<file path="config.mk">
export PLATFORM = sky130hd
export DESIGN_NAME = uart_word_fifo_ctrl
export DESIGN_NICKNAME = d
export VERILOG_FILES = /design/src/rtl/uart_word_fifo_ctrl.sv
export SDC_FILE = /design/constraint.sdc
export NUM_CORES = 1
export LEC_CHECK = 0
export BUFFER_PORTS_ARGS = -buffer_cell sky130_fd_sc_hd__clkbuf_2
export CAP_MARGIN = 0
export CORE_MARGIN = 10
export CORE_UTILIZATION = 55
export CTS_CLUSTER_SIZE = 25
export DETAILED_ROUTE_END_ITERATION = 16
export PLACE_DENSITY = 0.82
export RECOVER_POWER = 50
export SLEW_MARGIN = 0
export SYNTH_ARGS = -nofsm -noshare
export SYNTH_HDL_FRONTEND = slang
export SYNTH_SLANG_ARGS = --single-unit
export TNS_END_PERCENT = 20
</file>
<file path="constraint.sdc">
create_clock -name clk -period 4.8 [get_ports clk]
set_input_delay 0.96 -clock clk [delete_from_list [all_inputs] [get_ports clk]]
set_output_delay 0.96 -clock clk [all_outputs]
set_load 0.02 [all_outputs]
</file>
<file path="src/rtl/uart_word_fifo_ctrl.sv">
// Word-level 8N1 UART: Tx FIFO of DATA_WIDTH-bit words sent LSB byte first,
// Rx assembles bytes into words with sticky valid/overrun/frame-error flags.
module uart_word_fifo_ctrl #(
    parameter int DATA_WIDTH = 32,
    parameter int baudrate   = 9600,
    parameter int clk_freq   = 50000000,
    parameter int TX_DEPTH   = 4
) (
    input  logic                        clk,
    input  logic                        reset,
    input  logic                        SerialDataIn,
    input  logic [DATA_WIDTH-1:0]       tx_word,
    input  logic                        tx_push,
    input  logic                        clr_rx_flag,
    input  logic                        clr_tx_flag,
    output logic                        SerialDataOut,
    output logic                        tx_full,
    output logic [$clog2(TX_DEPTH):0]   tx_count,
    output logic                        tx_busy,
    output logic                        Tx_flag_out,
    output logic                        tx_drop,
    output logic [DATA_WIDTH-1:0]       rx_word,
    output logic                        Rx_flag_out,
    output logic                        rx_overrun,
    output logic                        rx_frame_err
);
    localparam int BYTES = DATA_WIDTH / 8;
    localparam int CPB   = clk_freq / baudrate;
    localparam int PW    = $clog2(TX_DEPTH);
    localparam int CW    = PW + 1;
    localparam int BIW   = (BYTES > 1) ? $clog2(BYTES) : 1;
    localparam int BCW   = $clog2(CPB + 1);

    typedef enum logic [1:0] {S_IDLE, S_START, S_DATA, S_STOP} state_t;

    // ---------------- Tx FIFO ----------------
    logic [DATA_WIDTH-1:0] fifo_mem [TX_DEPTH];
    logic [PW-1:0]         wr_ptr, rd_ptr;
    logic                  push_ok, tx_pop;

    // Fullness is judged on the count at the start of the cycle, so a
    // simultaneous pop never rescues a push into a full FIFO.
    assign push_ok = tx_push && (tx_count < CW'(TX_DEPTH));
    assign tx_full = (tx_count == CW'(TX_DEPTH));

    always_ff @(posedge clk)
        if (push_ok) fifo_mem[wr_ptr] <= tx_word;

    always_ff @(posedge clk) begin
        if (!reset) begin
            wr_ptr   <= '0;
            rd_ptr   <= '0;
            tx_count <= '0;
        end else begin
            if (push_ok) wr_ptr <= wr_ptr + 1'b1;
            if (tx_pop)  rd_ptr <= rd_ptr + 1'b1;
            tx_count <= tx_count + CW'(push_ok) - CW'(tx_pop);
        end
    end

    // ---------------- Tx FSM ----------------
    state_t                tx_state, tx_next;
    logic [BCW-1:0]        tx_cnt;
    logic [2:0]            tx_bit;
    logic [BIW-1:0]        tx_byte;
    logic [DATA_WIDTH-1:0] tx_shift;
    logic                  tx_tick, tx_line_d, tx_done, tx_done_q;

    assign tx_tick = (tx_cnt == BCW'(CPB - 1));
    assign tx_busy = (tx_state != S_IDLE);

    always_ff @(posedge clk) begin
        if (!reset) tx_state <= S_IDLE;
        else        tx_state <= tx_next;
    end

    always_comb begin
        tx_next = tx_state;
        tx_pop  = 1'b0;
        tx_done = 1'b0;
        case (tx_state)
            S_IDLE:  if (tx_count != '0) begin tx_pop = 1'b1; tx_next = S_START; end
            S_START: if (tx_tick) tx_next = S_DATA;
            S_DATA:  if (tx_tick && tx_bit == 3'd7) tx_next = S_STOP;
            S_STOP:
                if (tx_tick) begin
                    if (tx_byte != BIW'(BYTES - 1)) tx_next = S_START;
                    else if (tx_count != '0) begin tx_pop = 1'b1; tx_next = S_START; end
                    else begin tx_done = 1'b1; tx_next = S_IDLE; end
                end
        endcase
    end

    always_comb begin
        tx_line_d = 1'b1;
        case (tx_state)
            S_START: tx_line_d = 1'b0;
            S_DATA:  tx_line_d = tx_shift[0];
            default: tx_line_d = 1'b1;
        endcase
    end

    // The line and the done flag are registered, so both trail the FSM by one clock.
    always_ff @(posedge clk) begin
        if (!reset) begin
            SerialDataOut <= 1'b1;
            tx_done_q     <= 1'b0;
            tx_cnt        <= '0;
            tx_bit        <= '0;
            tx_byte       <= '0;
            tx_shift      <= '0;
        end else begin
            SerialDataOut <= tx_line_d;
            tx_done_q     <= tx_done;
            tx_cnt        <= (tx_state == S_IDLE || tx_tick) ? '0 : tx_cnt + 1'b1;
            if (tx_pop) begin
                tx_shift <= fifo_mem[rd_ptr];
                tx_byte  <= '0;
            end else if (tx_state == S_STOP && tx_tick) begin
                tx_byte <= tx_byte + 1'b1;
            end
            if (tx_state == S_DATA && tx_tick) begin
                tx_bit   <= tx_bit + 1'b1;
                tx_shift <= tx_shift >> 1;
            end
        end
    end

    // ---------------- Rx ----------------
    state_t                rx_state, rx_next;
    logic                  rx_s1, rx_s2, rx_s3;
    logic [BCW-1:0]        rx_cnt;
    logic [2:0]            rx_bit;
    logic [BIW-1:0]        rx_byte;
    logic [7:0]            rx_sh;
    logic [DATA_WIDTH-1:0] rx_buf, rx_asm;
    logic                  rx_half, rx_tick, rx_sample, rx_stop_ok, rx_stop_bad, rx_word_done;

    assign rx_half = (rx_cnt == BCW'(CPB / 2 - 1));
    assign rx_tick = (rx_cnt == BCW'(CPB - 1));

    always_ff @(posedge clk) begin
        if (!reset) rx_state <= S_IDLE;
        else        rx_state <= rx_next;
    end

    always_comb begin
        rx_next = rx_state;
        case (rx_state)
            S_IDLE:  if (rx_s3 && !rx_s2) rx_next = S_START;
            S_START: if (rx_half) rx_next = rx_s2 ? S_IDLE : S_DATA;
            S_DATA:  if (rx_tick && rx_bit == 3'd7) rx_next = S_STOP;
            S_STOP:  if (rx_tick) rx_next = S_IDLE;
        endcase
    end

    always_comb begin
        rx_sample    = (rx_state == S_DATA) && rx_tick;
        rx_stop_ok   = (rx_state == S_STOP) && rx_tick && rx_s2;
        rx_stop_bad  = (rx_state == S_STOP) && rx_tick && !rx_s2;
        rx_word_done = rx_stop_ok && (rx_byte == BIW'(BYTES - 1));
        rx_asm       = rx_buf;
        rx_asm[rx_byte*8 +: 8] = rx_sh;
    end

    always_ff @(posedge clk) begin
        if (!reset) begin
            {rx_s1, rx_s2, rx_s3} <= 3'b111;
            rx_cnt  <= '0;
            rx_bit  <= '0;
            rx_byte <= '0;
            rx_sh   <= '0;
            rx_buf  <= '0;
            rx_word <= '0;
        end else begin
            {rx_s1, rx_s2, rx_s3} <= {SerialDataIn, rx_s1, rx_s2};
            rx_cnt <= (rx_state == S_IDLE || (rx_state == S_START && rx_half) || rx_tick)
                      ? '0 : rx_cnt + 1'b1;
            if (rx_sample) begin
                rx_sh  <= {rx_s2, rx_sh[7:1]};
                rx_bit <= rx_bit + 1'b1;
            end
            if (rx_stop_ok) begin
                rx_buf <= rx_asm;
                if (rx_word_done) begin
                    rx_word <= rx_asm;
                    rx_byte <= '0;
                end else begin
                    rx_byte <= rx_byte + 1'b1;
                end
            end
            if (rx_stop_bad) rx_byte <= '0;
        end
    end

    // ---------------- Sticky flags: set beats clear ----------------
    always_ff @(posedge clk) begin
        if (!reset) begin
            Tx_flag_out  <= 1'b0;
            tx_drop      <= 1'b0;
            Rx_flag_out  <= 1'b0;
            rx_overrun   <= 1'b0;
            rx_frame_err <= 1'b0;
        end else begin
            if (tx_done_q)                     Tx_flag_out  <= 1'b1;
            else if (clr_tx_flag)              Tx_flag_out  <= 1'b0;
            if (tx_push && !push_ok)           tx_drop      <= 1'b1;
            else if (clr_tx_flag)              tx_drop      <= 1'b0;
            if (rx_word_done)                  Rx_flag_out  <= 1'b1;
            else if (clr_rx_flag)              Rx_flag_out  <= 1'b0;
            if (rx_word_done && Rx_flag_out)   rx_overrun   <= 1'b1;
            else if (clr_rx_flag)              rx_overrun   <= 1'b0;
            if (rx_stop_bad)                   rx_frame_err <= 1'b1;
            else if (clr_rx_flag)              rx_frame_err <= 1'b0;
        end
    end
endmodule

</file>
Yosys cells after proc, flatten, opt, wreduce, memory -nomap -nowiden
Memories as Yosys holds them, arrays and structs flattened. A register that Yosys moved wholly into a read port is not among the register bits.
Index checks and enable logic that the tools add are counted.

storage, ports and cells
  register bits = 161
  RAM bits = 128
  input bits = 38
  output and inout bits = 43
  memories kept = 1

memories
  memory    words  width  rd ports  clocked after Yosys merged registers in  write ports  line  RTL
  fifo_mem  4      32     1         1                                        1            37    logic [DATA_WIDTH-1:0] fifo_mem [TX_DEPTH];

cells by class
  add/sub/neg operators = 11
  order comparisons = 1
  eq/ne operators = 22
  shift-type cells = 2
  mux-type cells = 34
  bitwise logic cells = 3
  reductions and logical operators = 38

operators by type and width
  cell                     number
  $mux 31                  2
  $neg 5->34               1
  $shift 8x34->32 const A  1
  $shiftx 8x34->32         1
  $bwmux 32                1
  $add 13x1->13 const B    2
  $eq 13x13->1 const B     2
  $mux 2                   12
  $ne 2x2->1 const B       9
  $pmux 2 s4               2
  $mux 1                   15
  $logic_and 1x1->1        14
  $reduce_bool 2->1        7
  $eq 13x12->1 const B     1
  $eq 2x2->1 const B       5
  $reduce_or 2->1          5
  $eq 3x3->1 const B       3
  $add 2x1->2 const B      4
  $reduce_and 4->1         2
  $add 3x1->3 const B      2
  $eq 2x1->1 const B       2
  $logic_not 2->1          2
  $pmux 1 s2               2
  $reduce_or 4->1          1
  8 further kinds          13

Depth between registers and ports, before layout
  word-level depth = 7
  mapped depth = 16
  gate-level depth less buffers = 14

Least setup slack after synthesis
Ideal clock, no wire load.

  kind = register -> register
  start point = reg tx_cnt[0]
  end point = reg tx_count[2]
  arrival time = 2.856 ns
  required time = 4.685 ns
  setup slack = 1.829 ns
  cell stages (with the launch flop) = 17
  period minus slack after synthesis = 2.971 ns
  cell sequence = dfxtp_1 -> ha_1 -> and4bb_1 -> and3_1 -> buf_6 -> a41oi_2 -> buf_6 -> buf_8 -> inv_1 -> ha_1 -> inv_1 -> ha_1 -> inv_1 -> fa_1 -> xnor2_1 -> xnor2_1 -> and2_1

between the ends
  cells in the longest elaborated chain, start to end = 4

ends and longest elaborated chain
  element                 line  RTL
  from (decl)             63    logic [BCW-1:0] tx_cnt;
  from (signal assigned)  115   tx_cnt <= (tx_state == S_IDLE || tx_tick) ? '0 : tx_cnt + 1'b1;
  $eq 13x13->1            69    assign tx_tick = (tx_cnt == BCW'(CPB - 1));
  $mux 1                  86    if (tx_tick) begin
  $pmux 1 s2              81    case (tx_state)
  named net tx_pop        39    logic push_ok, tx_pop;
  $sub 3x1->3             57    tx_count <= tx_count + CW'(push_ok) - CW'(tx_pop);
  to (signal assigned)    57
  to (decl)               18    output logic [$clog2(TX_DEPTH):0] tx_count,

The timed path passes the listed nets, and every way through them passes these cells.
A chain may end at the register's enable or synchronous reset.

Final worst setup path
  start point = in tx_push
  end point = mem fifo_mem[0][20] (enable)

between the ends
  cells in the longest elaborated chain, start to end = 3

ends and longest elaborated chain
  element                       line  RTL
  from (decl)                   13    input logic tx_push,
  $logic_and 1x1->1             43    assign push_ok = tx_push && (tx_count < CW'(TX_DEPTH));
  $mux 1                        47    if (push_ok) fifo_mem[wr_ptr] <= tx_word;
  $mux 1 (implied by the code)  47
  to (decl)                     37

Every way passes these cells.

==> metrics.md <==
| Metric | Value |
|---|---|
| Status | complete, but fails checks |
| Failing checks | max-capacitance violations, max-slew violations |
| First-pass GRT wire length | 34.87 mm |
| Total power | 6.080 mW |
| Worst Path Required | 4910 ps |
| Register area share after synthesis | 60.64% |
| Final setup fails | 0 |
| Critical path cell sequence | clkbuf_1, nor2b_1, and2_1, clkbuf_1 |
| Post-Syn Nets | 964 |
| Number of cell rows | 52 |
| Crit start category | primary input |
| Overall Global Routing Usage | 15.56% |
| Routability congestion estimate | 0.8010 |
| Root buf cell | clkbuf_16 |
| Die H | 164.3 um |
| EDFF count, synth | 128 |
| Tcrit/Tclk final | 64.94% |
| Power Density | 477.0 nW/um2 |
| Commonest non-fill, non-tap cell in the layout | dfxtp_1 |
| R2r setup slk | 1850 ps |
| Fin util | 62.60% |
| CTS tree | built |
| Slew Limit Fails | 151 |
| Clock Tree Buf Depth | 3 |
| DP Area | 12,010 um2 |
| RR Startpoint | tx_count[2]$_SDFF_PN0_ |
| Post-Route WL | 21.27 mm |
| Syn. warnings | 0 |
| Cell Area, Synth | 11,460 um2 |
| Finished Layout Cells | 1,260 |
| DRT iter0 DRCs | 377 |
| Clock Sinks | 283 |
| Antenna-violating nets left | 0 |
| Largest net degree at the start of global routing | 76 |
| Design area | 12,750 um2 |
| Post-CTS Hold Fix Bufs | 0 |
| Crit path time final | 3117 ps |
| Ys async rst share | 0% |
| Largest cells by area after synthesis | edfxtp_1 (34%), dfxtp_1 (27%), mux4_2 (6.3%) |
| Mean area per synthesized cell | 12.70 um2 |
| Synth top area share | 33.55% |
| Area growth syn-to-layout | 11.27% |
| HPWL Detailed | 12.87 mm |
| DR vias/cell | 5.595 |
| Cell total after placement | 1,209 |
| GRT Residual Overflow | 0 |
| Full die area | 27,000 um2 |
| CTS Buf Count | 28 |
| Total negative setup slack | 0 ps |
| FILL cells | 1,572 |
| CP Data Arrival Time | 3220 ps |
| # DRC | 0 |
| Fin. Hold Viols | 0 |
| RSZ-0062 raised after global routing | false |
| Clock slew at reported path FFs | 60 ps |
| DR WL/cell | 16.88 um |
| Initial Utilization | 56.25% |
| Most frequent cells in the layout | dfxtp_1 (153), edfxtp_1 (128), clkbuf_1 (88), nand2_1 (82), a21oi_1 (63) |
| Setup bufs post-CTS | 0 |
| Skew-Pair Late Insertion Delay | 550 ps |
| Core Region | 20,360 um2 |
| Vias in the first global route | 6,922 |
| Synth unique cells | 54 |
| Worst-Margin Slew | 2156 ps |
| Max_slew headroom | -43.73% |
| Die width | 164.3 um |
| PortBufs | 80 |
| #FFs+latches synth | 283 |
| Htree depth | 1 |
| Critical path's largest stage delay | 1530 ps |
| ANT cells | 0 |
| Worst slack at placement | 1748 ps |
| Main synth FF type | dfxtp_1 |
| Hold Crit Class | flop to flop |
| Worst vdd ir | 0.0003774 V |
| DR pass1 iterations | 6 |
| Worst setup EP type | flop |
| Via count | 7,050 |
| Min Hold Slack | 437.6 ps |
| F_max | 320.8 MHz |
| Synth Instances | 902 |
| # IOs | 81 |
| Setup slack after layout | 1683 ps |
| Worst setup path startpoint | tx_push |
| Area leader, netlist | edfxtp_1 |
| PostCTS Resize Cnt | 0 |
| Clk_skew | 28.59 ps |
| Most frequent CP cell | clkbuf_1 |
| Crit-path max FO | 32 |
| Fin nets | 1,031 |
| Crit Path Category | primary input to flop |
| Slowest stage cell, crit path | clkbuf_1 |
| Share of layout cells above drive strength 1 | 9.798% |
| Worst Hold Launch | rx_s1$_SDFF_PN1_ |
| Max cap viols | 4 |
| Leakage power | 5.002 nW |
| Antenna violations before repair | 0 |
==> layout make-up <==
class	count	area, um2	area share, %
clock buffer	45	805.8	6.321
clock inverter	6	38.79	0.3043
inverter	22	82.58	0.6478
multi-input combinational	543	4150	32.56
sequential	283	6949	54.52
tap	270	337.8	2.650
timing repair buffer	91	382.9	3.004
==> cell families after synthesis <==
kind of cell	share of synthesized area [%]
xor+xnor	2.141
compound gates	10.97
mux	9.524
flops	60.64
fa+ha+maj	2.687
simple gates	10.71
buf+inv	3.331
==> worst max-delay path, delay by kind of cell <==
kind | cells | cell delay [ps]
AND/OR/NAND/NOR | 2 | 620
buffers and inverters | 2 | 1610
==> cells in the mapped netlist (all sizes together) (2+ instances only) <==
cell type and instances:
edfxtp 128, mux4 32, nor2 39, nor4b 4, and2 10, and4b 2, buf 23, nor2b 34
mux2i 37, nand2b 4, o21ai 43, a21boi 21, ha 23, o211a 48, inv 22, xnor2 16
xor2 12, nand2 83, a21oi 63, or3 2, clkbuf 31, and4bb 2, nor4bb 3, and3 6
nand3 25, nor4 3, o21a 2, nor3 9, dfxtp 155, nand4 8
==> flip-flops by register name, summed over array words and instances, names as in the netlist, 8 cells and up, named ones only <==
signal,cells
fifo_mem,128
rx_buf,24
rx_cnt,13
rx_sh,8
rx_word,32
tx_cnt,13
tx_shift,32
==> worst paths after layout <==
path,endpoint,cells past startpoint
worst min register to register,rx_s2$_SDFF_PN1_,1
worst max-delay path,fifo_mem[0][20]$_DFFE_PP_,4
worst min-delay path,rx_s2$_SDFF_PN1_,1
worst max register to register,fifo_mem[0][20]$_DFFE_PP_,3
==> report_power, final <==
group	internal, mW	switching, mW
Combinational	0.559	0.600
Clock	1.14	0.854
Sequential	2.79	0.132
==> per-layer routing <==
| metal | vias up | share of wire, % | global-route usage (%) |
|---|---|---|---|
| li1 | 3436 | - | - |
| met5 | - | 0 | 0 |
| met1 | 3435 | 43 | 19.53 |
| met2 | 141 | 50 | 26.91 |
| met4 | 0 | 2.1 | 3.859 |
| met3 | 38 | 5.4 | 3.154 |
Note: power is estimated with default switching activity, not from simulation.
